===== src/rtl/hstream_align_pkg.sv =====
// Shared definitions for the hstream_align stream re-aligner.
package hstream_align_pkg;

  localparam int unsigned DEFAULT_DATA_WIDTH = 8;
  localparam int unsigned DEFAULT_DEPTH      = 16;

  // Pointer width for a FIFO of the given depth (at least one bit).
  function automatic int unsigned ptr_width(input int unsigned depth);
    return (depth < 2) ? 1 : $clog2(depth);
  endfunction

  // Occupancy counter width: must represent 0..depth inclusive.
  function automatic int unsigned cnt_width(input int unsigned depth);
    return ptr_width(depth) + 1;
  endfunction

  // Depth must be a power of two and at least 2 so pointers wrap naturally.
  function automatic bit depth_legal(input int unsigned depth);
    return (depth >= 2) && ((depth & (depth - 1)) == 32'd0);
  endfunction

  // One stream beat as seen at an input port.
  typedef struct packed {
    logic                          valid;
    logic [DEFAULT_DATA_WIDTH-1:0] data;
  } beat_t;

endpackage


===== src/rtl/hstream_align_fifo.sv =====
// Single-clock FIFO with registered ready, head-of-queue output and occupancy count.
module hstream_align_fifo
  import hstream_align_pkg::*;
#(
  parameter int unsigned DATA_WIDTH = DEFAULT_DATA_WIDTH,
  parameter int unsigned DEPTH      = DEFAULT_DEPTH
) (
  input  logic                          clk,
  input  logic                          rst,
  input  logic                          push,
  input  logic [DATA_WIDTH-1:0]         din,
  input  logic                          pop,
  output logic [DATA_WIDTH-1:0]         head,
  output logic                          ready,
  output logic                          empty,
  output logic [cnt_width(DEPTH)-1:0]   count
);

  localparam int unsigned AW = ptr_width(DEPTH);
  localparam int unsigned CW = cnt_width(DEPTH);

  logic [DATA_WIDTH-1:0] mem [DEPTH];
  logic [AW-1:0]         wr_ptr;
  logic [AW-1:0]         rd_ptr;
  logic [CW-1:0]         count_nxt;
  logic                  wr_en;
  logic                  rd_en;

  // ready mirrors !full of the registered count, so writes never hit a full FIFO.
  assign wr_en = push && ready;
  assign rd_en = pop && !empty;
  assign empty = (count == '0);
  assign head  = mem[rd_ptr];

  // Next occupancy; a simultaneous push and pop leaves it unchanged.
  always_comb begin
    count_nxt = count;
    case ({wr_en, rd_en})
      2'b10:   count_nxt = count + CW'(1);
      2'b01:   count_nxt = count - CW'(1);
      default: count_nxt = count;
    endcase
  end

  // Pointer, count and ready registers.
  always_ff @(posedge clk or posedge rst) begin
    if (rst) begin
      wr_ptr <= '0;
      rd_ptr <= '0;
      count  <= '0;
      ready  <= 1'b0;
    end else begin
      if (wr_en) wr_ptr <= wr_ptr + AW'(1);
      if (rd_en) rd_ptr <= rd_ptr + AW'(1);
      count <= count_nxt;
      ready <= (count_nxt != CW'(DEPTH));
    end
  end

  // Storage array; contents need no reset since count gates visibility.
  always_ff @(posedge clk) begin
    if (wr_en) mem[wr_ptr] <= din;
  end

endmodule


===== src/rtl/hstream_align.sv =====
// Re-aligns two skewed streams into index-matched pairs on one registered valid/ready port.
// Optional skew monitor: define HSTREAM_ALIGN_SKEW_MON_EN to track peak occupancy difference.
module hstream_align
  import hstream_align_pkg::*;
#(
  parameter int unsigned DATA_WIDTH = DEFAULT_DATA_WIDTH,
  parameter int unsigned DEPTH      = DEFAULT_DEPTH,
  parameter logic        HINITIAL   = 1'b0
) (
  input  logic                          hclk,
  input  logic                          hres,
  input  logic                          a_valid,
  input  logic [DATA_WIDTH-1:0]         a_data,
  output logic                          a_ready,
  input  logic                          b_valid,
  input  logic [DATA_WIDTH-1:0]         b_data,
  output logic                          b_ready,
  output logic                          out_valid,
  output logic [DATA_WIDTH-1:0]         out_a,
  output logic [DATA_WIDTH-1:0]         out_b,
  input  logic                          out_ready,
  input  logic                          err_clr,
  output logic                          ovf_a,
  output logic                          ovf_b,
  output logic [cnt_width(DEPTH)-1:0]   skew_max
);

  localparam int unsigned CW = cnt_width(DEPTH);

  // Reject illegal depths at elaboration.
  if (!depth_legal(DEPTH)) begin : g_depth_check
    $error("hstream_align: DEPTH must be a power of two and at least 2");
  end

  logic [DATA_WIDTH-1:0] head_a;
  logic [DATA_WIDTH-1:0] head_b;
  logic                  empty_a;
  logic                  empty_b;
  logic [CW-1:0]         count_a;
  logic [CW-1:0]         count_b;
  logic                  pop;

  hstream_align_fifo #(
    .DATA_WIDTH (DATA_WIDTH),
    .DEPTH      (DEPTH)
  ) u_fifo_a (
    .clk   (hclk),
    .rst   (hres),
    .push  (a_valid),
    .din   (a_data),
    .pop   (pop),
    .head  (head_a),
    .ready (a_ready),
    .empty (empty_a),
    .count (count_a)
  );

  hstream_align_fifo #(
    .DATA_WIDTH (DATA_WIDTH),
    .DEPTH      (DEPTH)
  ) u_fifo_b (
    .clk   (hclk),
    .rst   (hres),
    .push  (b_valid),
    .din   (b_data),
    .pop   (pop),
    .head  (head_b),
    .ready (b_ready),
    .empty (empty_b),
    .count (count_b)
  );

  // A pair leaves only when both heads exist and the output register is free.
  assign pop = !empty_a && !empty_b && (!out_valid || out_ready);

  // Output register with hold-under-backpressure behaviour.
  always_ff @(posedge hclk or posedge hres) begin
    if (hres) begin
      out_valid <= 1'b0;
      out_a     <= {DATA_WIDTH{HINITIAL}};
      out_b     <= {DATA_WIDTH{HINITIAL}};
    end else if (pop) begin
      out_valid <= 1'b1;
      out_a     <= head_a;
      out_b     <= head_b;
    end else if (out_ready) begin
      out_valid <= 1'b0;
    end
  end

  // Sticky overflow flags; a new overflow wins over a clear in the same cycle.
  always_ff @(posedge hclk or posedge hres) begin
    if (hres) begin
      ovf_a <= 1'b0;
      ovf_b <= 1'b0;
    end else begin
      if (a_valid && !a_ready) ovf_a <= 1'b1;
      else if (err_clr)        ovf_a <= 1'b0;
      if (b_valid && !b_ready) ovf_b <= 1'b1;
      else if (err_clr)        ovf_b <= 1'b0;
    end
  end

`ifdef HSTREAM_ALIGN_SKEW_MON_EN
  logic [CW-1:0] skew_now;

  // Instantaneous occupancy difference from the registered counts.
  always_comb begin
    skew_now = (count_a >= count_b) ? (count_a - count_b) : (count_b - count_a);
  end

  // Peak-hold of the skew, cleared alongside the error flags.
  always_ff @(posedge hclk or posedge hres) begin
    if (hres) begin
      skew_max <= '0;
    end else if (err_clr) begin
      skew_max <= '0;
    end else if (skew_now > skew_max) begin
      skew_max <= skew_now;
    end
  end
`else
  logic unused_counts;

  assign unused_counts = ^{count_a, count_b};
  assign skew_max      = '0;
`endif

endmodule


===== config.mk =====
export PLATFORM = sky130hd
export DESIGN_NAME = hstream_align
export DESIGN_NICKNAME = d
export VERILOG_FILES = /design/src/rtl/hstream_align_pkg.sv /design/src/rtl/hstream_align_fifo.sv /design/src/rtl/hstream_align.sv
export SDC_FILE = /design/constraint.sdc
export NUM_CORES = 1
export LEC_CHECK = 0
export CAP_MARGIN = 40
export CORE_MARGIN = 10
export CORE_UTILIZATION = 55
export DETAILED_ROUTE_END_ITERATION = 12
export MAX_ROUTING_LAYER = met4
export PLACE_DENSITY_LB_ADDON = 0.2
export SLEW_MARGIN = 25
export SYNTH_ARGS = -nofsm -noshare
export SYNTH_HDL_FRONTEND = slang
export SYNTH_SLANG_ARGS = --single-unit

===== constraint.sdc =====
create_clock -name hclk -period 4.5 [get_ports hclk]
set_input_delay 0.9 -clock hclk [delete_from_list [all_inputs] [get_ports hclk]]
set_output_delay 0.9 -clock hclk [all_outputs]
set_load 0.05 [all_outputs]

Word-level counts from Yosys, hierarchy flattened
Memory sizes are Yosys's and may differ from the RTL's. A register that Yosys moved wholly into a read port is not among the register bits. Index checks and enable logic that the tools add are counted.

Register bits after elaboration: 31. Input bits: 22. Memories: 2. Bits in writable memories: 256.

Memories: u_fifo_a.mem (words 16, bits a word 8, read ports 1, clocked after memory_dff 1, write ports 1, RTL line hstream_align_fifo.sv:22) `logic [DATA_WIDTH-1:0] mem [DEPTH];`; u_fifo_b.mem (words 16, bits a word 8, read ports 1, clocked after memory_dff 1, write ports 1, RTL line hstream_align_fifo.sv:22).

Equality and inequality tests: 6. Add/subtract/negate cells: 8. Muxes and demuxes: 11. Reduce and logical (&&, ||, !) cells: 19.

Operators with widths (number): 5-bit one-hot mux with 2 select lines (2); 4-bit by 1-bit adder with 4-bit output (second input constant) (4); 5-bit by 1-bit adder with 5-bit output (second input constant) (2); 5-bit zero test (2); 5-bit != test (second input constant) (2); 5-bit by 1-bit subtractor with 5-bit output (second input constant) (2); 1-bit 2-to-1 mux (9); 1-bit logical AND (8); 2-bit nonzero test (3); 1-bit zero test (5); 2-bit by 1-bit == test with 1-bit output (second input constant) (2); 2-bit == test (second input constant) (2); 1-bit logical OR (1).

Longest topological paths before layout
Gate-level depths: netlist of the first run.

Word-level depth: 8. Mapped depth: 10. Gate-level depth less buffers: 9.

Cells and area by module
Synthesis of the first run repeated with hierarchy kept, for this count alone.

Cell total of the unflattened synthesis: 630. Area, all modules: 12440.7 sq um.

By module, submodules not included: hstream_align_fifo (cells each 288, sequential area each 4194.0 sq um, times used 2, area each 5806.8 sq um); hstream_align (cells each 54, sequential area each 475.5 sq um, times used 1, area each 827.0 sq um).

Worst setup path before layout of the first run
No wires, ideal clock.

Kind: input -> register. Start: in out_ready. End: reg u_fifo_a.count[4]. Arrival time: 3194 ps. Data required time: 4373 ps. Stages on the path: 10. Setup slack: 1178 ps. Path buffers: 1. Setup time: 127 ps. Path through: nand2b_1 > o221ai_4 > buf_4 > inv_1 > ha_1 > fa_1 > a21o_1 > a2111oi_0 > and4b_1 > or2_2.

Cells in the longest elaborated chain, start to end: 5. Elaborated cells between the ends (all ways): 6. Classes of those cells: eq/ne (2); mux (1); reduce/logical (3).

Ends and longest elaborated chain: from (decl) (RTL line hstream_align.sv:21) `input logic out_ready,`; 1-bit logical OR * (RTL line hstream_align.sv:74) `assign pop = !empty_a && !empty_b && (!out_valid || out_ready);`; 1-bit logical AND * (RTL line hstream_align.sv:74); 1-bit logical AND * (RTL line hstream_align_fifo.sv:31) `assign rd_en = pop && !empty;`; net u_fifo_a.rd_en (RTL line hstream_align_fifo.sv:27) `logic rd_en;`; 2-bit by 1-bit == test with 1-bit output / 2-bit == test (equally long branches) (RTL line hstream_align_fifo.sv:38) `case ({wr_en, rd_en})`; 5-bit one-hot mux with 2 select lines * (RTL line hstream_align_fifo.sv:38); net u_fifo_a.count_nxt[4] (RTL line hstream_align_fifo.sv:25) `logic [CW-1:0] count_nxt;`; to (signal assigned) (RTL line hstream_align_fifo.sv:55) `count <= count_nxt;`; to (decl) (RTL line hstream_align_fifo.sv:16) `output logic [cnt_width(DEPTH)-1:0] count`.

The timed path passes the listed nets; every way through them passes the cells marked *. A chain may end at the register's enable or synchronous reset.

Worst setup path after layout of the first run
Start: reg u_fifo_b.count[0]. End: reg u_fifo_b.count[4].

Cells in the longest elaborated chain, start to end: 7. Elaborated cells between the ends (all ways): 10. Classes of those cells: add/sub (2); eq/ne (2); mux (1); reduce/logical (5).

Ends and longest elaborated chain: from (decl) (RTL line hstream_align_fifo.sv:16); from (signal assigned) (RTL line hstream_align_fifo.sv:55); 5-bit zero test * (RTL line hstream_align_fifo.sv:32) `assign empty = (count == '0);`; 1-bit zero test * (RTL line hstream_align_fifo.sv:31, hstream_align.sv:74); 1-bit logical AND (2 in series) (RTL line hstream_align.sv:74); 1-bit logical AND * (RTL line hstream_align_fifo.sv:31); net u_fifo_b.rd_en (RTL line hstream_align_fifo.sv:27); 2-bit by 1-bit == test with 1-bit output / 2-bit == test (equally long branches) (RTL line hstream_align_fifo.sv:38); 5-bit one-hot mux with 2 select lines * (RTL line hstream_align_fifo.sv:38); net u_fifo_b.count_nxt[4] (RTL line hstream_align_fifo.sv:25).

Marks and branches as above.

==> reports/qor.csv, run 1 <==
stage;metric;value;unit
sta;count of final max-slew check failures;0;
power_and_ir_drop;Peak VDD IR;407;uV
sta;hold slack;0.488;ns
hold_path;HP Class;register to register;
placement;detailed-placement wirelength estimate;15500;um
critical_path;Worst setup SP type;register;
critical_path;CP delay by family, top;simple AND/OR/NAND/NOR gates;
placement;# port buffers;42;
yosys;Gate Count Post-Synth;638;
detailed_routing;initial DRC count;640;
floorplan;Die W;169;um
hold_path;HP Start;out_a[7];
hold_path;hold worst-path end;out_a[7];
detailed_routing;DRT Pass-1 Iters;5;
placement;Placed Cells incl. Taps;947;
global_routing;initial antenna violation count;0;
clocking;cts bufs inserted;30;
sta;Least-Margin Pin Slew;0.660;ns
critical_path;worst path bufs/invs;1;
sta;RSZ-0062 raised after global routing;no;
floorplan;Initial Utilization;0.559;
global_routing;Total Routing Usage GR;0.171;
critical_path;worst r2r src;u_fifo_b.count[0];
clocking;H-tree depth;1;
clocking;post-cts resize count;0;
placement;Post-DP Area;13000;um2
critical_path;Critical Path RT;4.93;ns
final_layout;P&R area growth vs syn;15.1;%
final_layout;nets@finish;746;
power_and_ir_drop;PwrDens;679;nW/um2
placement;RD Place Congestion;0.794;
yosys;Post-synth ARST share;0.155;
detailed_routing;routed via count;5997;
critical_path;Worst path max stage delay;0.58;ns
critical_path;r2r endpoint;u_fifo_b.count[4];
yosys;Synth Cell Area;12200;um2
status;status;completed;
final_layout;most frequent cells in the layout;256 x edfxtp_1, 64 x mux4_2, 42 x clkdlybuf4s50_1, 41 x dfrtp_1, 34 x mux2i_1;
yosys;post-synthesis sequential area ratio;0.726;
critical_path;worst path cell trace;or4_4 -> o221ai_4 -> inv_1 -> ha_1 -> fa_1 -> a21o_1 -> a2111oi_0 -> and4b_1 -> or2_2;
detailed_routing;Post-route DRC;0;
flow_run;Max-cap violations;0;
floorplan;die area;28500;um2
critical_path;r2r setup slk;1.15;ns
sta;fmax;298;MHz
clocking;Sink Count;303;
power_and_ir_drop;LEAKAGE;4.91;nW
sta;final worst setup slack;1.15;ns
yosys;Post-synth EDFFs;256;
final_layout;area occupied by registers;8870;um2
clocking;CTS tree;built;
hold_path;Hold Path Depth;2;
clocking;Post-CTS Setup Repair Bufs;0;
sta;post-layout min period;3.35;ns
sta;Final Setup Violations;0;
detailed_routing;Routed WL;23900;um
floorplan;Chip Height;169;um
final_layout;ANT cells;0;
final_layout;finished layout cell area;14000;um2
critical_path;CP arrival;3.78;ns
final_layout;Multi-input gate area;3110;um2
clocking;CTS Root Cell;clkbuf_16;
critical_path;slowest cell on the critical path;or4_4;
placement;pre-CTS setup slack;0.647;ns
clocking;hold_buf cts;0;
critical_path;Worst R2R Path Depth;9;
final_layout;layout cells sized above 1;0.202;
sta;Final Skew;0.0131;ns
critical_path;crit path capture type;register;
floorplan;I/O Pins;48;
sta;Tcrit/Tclk final;0.746;
critical_path;Setup CP Type;register to register;
global_routing;global-route wire length before repair;37000;um
final_layout;fin cells;1008;
final_layout;commonest non-fill, non-tap cell in the layout;edfxtp_1;
detailed_routing;wire per inst;23.7;um
final_layout;Final Core Density;0.643;
global_routing;largest net degree at the start of global routing;48;
sta;final hold violation count;0;
final_layout;fill cell count;1464;
global_routing;vias in the first global route;6315;
yosys;Main synth FF type;edfxtp_1;
global_routing;total grt overflow;0;
clocking;worst-skew pair later-pin latency;0.54;ns
detailed_routing;remaining antenna violation count after routing;0;
clocking;clock-pin slew on the worst setup and hold paths;0.06;ns
sta;Final TNS setup;0;ns
yosys;Yosys warning total;0;
clocking;clk buf depth;3;
floorplan;core area;21800;um2
yosys;post-synthesis register bit count;303;
yosys;Avg Cell Area, Syn;19.1;um2
power_and_ir_drop;total power draw;9.53;mW
sta;relative slew slack;0.560;
floorplan;site row count;54;
detailed_routing;Via-to-Cell Ratio;5.95;
critical_path;Crit Path Max Fanout;7;
yosys;post-synth cell types;40;
## state kept, by name (all words and copies together) (netlist names)
name	count
ovf_b	1
out_a	8
ovf_a	1
u_fifo_b.rd_ptr	4
u_fifo_a.count	5
u_fifo_a.ready	1
u_fifo_a.mem	128
u_fifo_a.rd_ptr	4
out_b	8
u_fifo_b.ready	1
u_fifo_b.wr_ptr	4
out_valid	1
u_fifo_b.mem	128
u_fifo_b.count	5
u_fifo_a.wr_ptr	4
## how the worst max path moves through the flow
stage,from,endpoint,cells past startpoint
floorplan,out_ready,u_fifo_a.count[4],10
global placement,out_ready,u_fifo_a.count[4],10
detailed placement,out_ready,u_fifo_a.count[4],10
CTS,u_fifo_b.count[0],u_fifo_b.count[4],9
global route,out_ready,u_fifo_a.count[4],10
finish,u_fifo_b.count[0],u_fifo_b.count[4],9
## cell type report
type | instances | share of cell area
Clock buffer | 47 | 0.0631
Clock inverter | 9 | 0.00882
Inverter | 18 | 0.00499
Multi-Input combinational cell | 287 | 0.222
Sequential cell | 303 | 0.632
Tap cell | 280 | 0.0249
Timing Repair Buffer | 64 | 0.0449
## tightest hold or removal path: cells and delay by family (launching register included)
family          cells  cell delay, ns
compound gates      1            0.06
flops               1            0.34
simple gates        1            0.05
## cells in the mapped netlist, types with 3 or more instances
master	number	area, um2
a2111oi_0	4	35.0
a21o_1	4	30.0
and2_1	13	81.3
and3_1	9	56.3
buf_2	10	50.1
buf_4	10	75.1
clkbuf_1	12	45.0
dfrtp_1	47	1180
edfxtp_1	256	7690
ha_1	18	225
inv_1	18	67.6
mux2_2	5	56.3
mux2i_1	34	340
mux4_2	64	1440
nand2_1	30	113
nand2b_1	3	18.8
nand3_1	8	40.0
nor2_1	18	67.6
nor3_1	9	45.0
o21ai_0	3	15.0
o221ai_1	16	140
o22ai_1	3	18.8
or3_1	5	31.3
xnor2_1	11	96.3
xor2_1	4	35.0
## metal layers
| layer | vias up | track usage | wire length (um) |
|---|---|---|---|
| met5 | - | - | 0 |
| met1 | 3126 | 0.207 | 9240 |
| met4 | 0 | 0.0401 | 408 |
| li1 | 2668 | - | - |
| met3 | 31 | 0.0283 | 1310 |
| met2 | 172 | 0.296 | 12900 |
## kinds of logic after synthesis
group           after synthesis  share of synthesized area
compound gates               38                     0.0259
xor+xnor                     15                     0.0108
fa+ha+maj                    20                     0.0217
buf+inv                      52                     0.0201
flops                       303                      0.726
mux                         103                      0.151
other cells                   1                   0.000307
simple gates                106                     0.0443
## report_power, final
group,internal (mW),total [mW],switching (mW)
Combinational,1.40,3.03,1.63
Sequential,3.53,3.99,0.455
Clock,1.52,2.51,0.994
Note: power is estimated with default switching activity, not from simulation.
==> inputs of run 2 (changes only) <==
==> constraint.sdc (replaced) <==
create_clock -name hclk -period 3.51 [get_ports hclk]
set_input_delay 0.702 -clock hclk [delete_from_list [all_inputs] [get_ports hclk]]
set_output_delay 0.702 -clock hclk [all_outputs]
set_load 0.05 [all_outputs]
==> run 2 against run 1 <==
Against the previous run:
- hold slack worse by 0.084 ns
- combinational power is 28% higher
- critical endpoint unchanged
- via count hardly changed
- highest routed layer unchanged
- routed wire length is 1.9% lower
- clock-buffer cell count is 4 lower
==> reports/qor.csv, run 2 (synthesis results as in run 1) <==
stage;metric;value;unit;change
global_routing;initial antenna violation count;0;;unchanged
sta;relative slew slack;0.530;;was 0.560
detailed_routing;routed via count;5993;;was 5,997
global_routing;global-route wire length before repair;36100;um;was 37,000 um
critical_path;CP arrival;3.78;ns;about the same
power_and_ir_drop;Peak VDD IR;672;uV;was 407 uV
floorplan;site row count;54;;unchanged
final_layout;nets@finish;753;;was 746
global_routing;total grt overflow;0;;unchanged
critical_path;crit path capture type;register;;unchanged
floorplan;I/O Pins;48;;unchanged
floorplan;Chip Height;169;um;unchanged
final_layout;Final Core Density;0.642;;was 0.643
critical_path;Worst setup SP type;register;;unchanged
final_layout;P&R area growth vs syn;14.8;%;was 15.1%
sta;Final Setup Violations;0;;unchanged
critical_path;Worst R2R Path Depth;9;;unchanged
clocking;clk buf depth;3;;unchanged
clocking;worst-skew pair later-pin latency;0.55;ns;was 0.54 ns
detailed_routing;initial DRC count;400;;was 640
detailed_routing;wire per inst;23.1;um;was 23.7 um
sta;final hold violation count;0;;unchanged
placement;detailed-placement wirelength estimate;15200;um;was 15,500 um
floorplan;Die W;169;um;unchanged
placement;Post-DP Area;13000;um2;about the same
sta;Final TNS setup;0;ns;unchanged
final_layout;most frequent cells in the layout;256 x edfxtp_1, 64 x mux4_2, 43 x dfrtp_1, 42 x clkdlybuf4s50_1, 34 x mux2i_1;;was 256 x edfxtp_1, 64 x mux4_2, 42 x clkdlybuf4s50_1, 41 x dfrtp_1, 34 x mux2i_1
clocking;cts bufs inserted;30;;unchanged
sta;Final Skew;0.0125;ns;was 0.0131 ns
floorplan;Initial Utilization;0.559;;unchanged
placement;RD Place Congestion;0.823;;was 0.794
clocking;hold_buf cts;0;;unchanged
detailed_routing;Via-to-Cell Ratio;5.92;;was 5.95
floorplan;die area;28500;um2;unchanged
detailed_routing;remaining antenna violation count after routing;0;;unchanged
floorplan;core area;21800;um2;unchanged
placement;Placed Cells incl. Taps;957;;was 947
final_layout;ANT cells;0;;unchanged
global_routing;largest net degree at the start of global routing;37;;was 48
final_layout;layout cells sized above 1;0.202;;about the same
critical_path;r2r setup slk;0.16;ns;was 1.15 ns
sta;final worst setup slack;0.158;ns;was 1.15 ns
placement;# port buffers;42;;unchanged
status;status;completed;;unchanged
sta;Tcrit/Tclk final;0.955;;was 0.746
sta;count of final max-slew check failures;0;;unchanged
flow_run;Max-cap violations;0;;unchanged
clocking;Sink Count;303;;unchanged
sta;post-layout min period;3.35;ns;about the same
placement;pre-CTS setup slack;-0.0490;ns;was 0.647 ns
clocking;CTS tree;built;;unchanged
detailed_routing;DRT Pass-1 Iters;5;;unchanged
hold_path;HP Class;input port to async pin;;was register to register
clocking;clock-pin slew on the worst setup and hold paths;0.06;ns;about the same
critical_path;Crit Path Max Fanout;7;;unchanged
final_layout;commonest non-fill, non-tap cell in the layout;edfxtp_1;;unchanged
global_routing;Total Routing Usage GR;0.167;;was 0.171
final_layout;fin cells;1013;;was 1,008
sta;fmax;298;MHz;about the same
global_routing;vias in the first global route;6299;;was 6,315
final_layout;largest registers;u_fifo_a.mem: 128 flops, u_fifo_b.mem: 128 flops;;unchanged
critical_path;Critical Path RT;3.94;ns;was 4.93 ns
clocking;CTS Root Cell;clkbuf_16;;unchanged
detailed_routing;Routed WL;23400;um;was 23,900 um
critical_path;Setup CP Type;register to register;;unchanged
power_and_ir_drop;PwrDens;858;nW/um2;was 679 nW/um2
sta;RSZ-0062 raised after global routing;no;;unchanged
sta;Least-Margin Pin Slew;0.705;ns;was 0.660 ns
final_layout;finished layout cell area;14000;um2;about the same
power_and_ir_drop;LEAKAGE;4.91;nW;about the same
clocking;H-tree depth;1;;unchanged
detailed_routing;Post-route DRC;0;;unchanged
==> run 2: changes by cell type in the layout (fill, tap and decap cells not counted), moves of 2 or more <==
| cell | before | now |
|---|---|---|
| buf_4 | 17 | 27 |
| clkinv_1 | 1 | 5 |
| clkbuf_1 | 11 | 9 |
| clkbuf_4 | 2 | 0 |
| clkbuf_8 | 5 | 3 |
| dfrtp_1 | 41 | 43 |
| dfrtp_2 | 6 | 4 |
==> run 2: final timing paths <==
check / end / from
worst min register to register: out_b[5] / out_b[5]
worst max-delay path: u_fifo_b.count[4] / u_fifo_b.count[0]
max in group asynchronous: u_fifo_b.wr_ptr[3] / hres
worst max register to register: u_fifo_b.count[4] / u_fifo_b.count[0]
min in group hclk: out_b[5] / out_b[5]
worst min-delay path: u_fifo_b.count[4] / hres
==> run 2: report_power, final <==
part	switching (mW)	internal, mW	leakage, nW
logic	2.10	1.79	1.58
clock network	1.26	1.82	0.458
registers	0.542	4.52	2.87
total	3.90	8.13	4.91
==> run 2: metal layers <==
metal	global-route usage	share of wire	vias to the layer above
met3	0.0296	0.048	46
li1	-	-	2678
met4	0.0447	0.022	0
met1	0.202	0.40	3121
met5	-	0	-
met2	0.285	0.53	148
==> run 2: worst max-delay path: stages, from the launching register on <==
cell and delay, ns:
dfrtp_1 0.44, or4_4 0.58, o221ai_4 0.23, inv_1 0.07, ha_1 0.31, fa_1 0.44
a21o_1 0.21, a2111oi_1 0.42, and4b_1 0.25, or2_2 0.29
==> run 2: metrics by stage <==
stage	hold WS, ns	total power [mW]
after CTS	0.496	12.1
after global placement	0.470	8.88
after global routing	0.395	12.6
after floorplan	0.482	7.87
final	0.404	12.0
after detailed placement	0.487	9.04
==> run 2: layout make-up <==
class	count	area (um2)
Sequential cell	303	8870
Tap cell	280	350
Multi-Input combinational cell	287	3110
Fill cell	1467	7810
Clock buffer	43	851
Inverter	18	67.6
Clock inverter	11	104
Timing Repair Buffer	71	663
==> run 2: repair_timing <==
| item | CTS | global route |
|---|---|---|
| setup buffers | 0 | 0 |
| setup endpoints to repair | 0 | 1 |
| gates resized for setup | 0 | 1 |
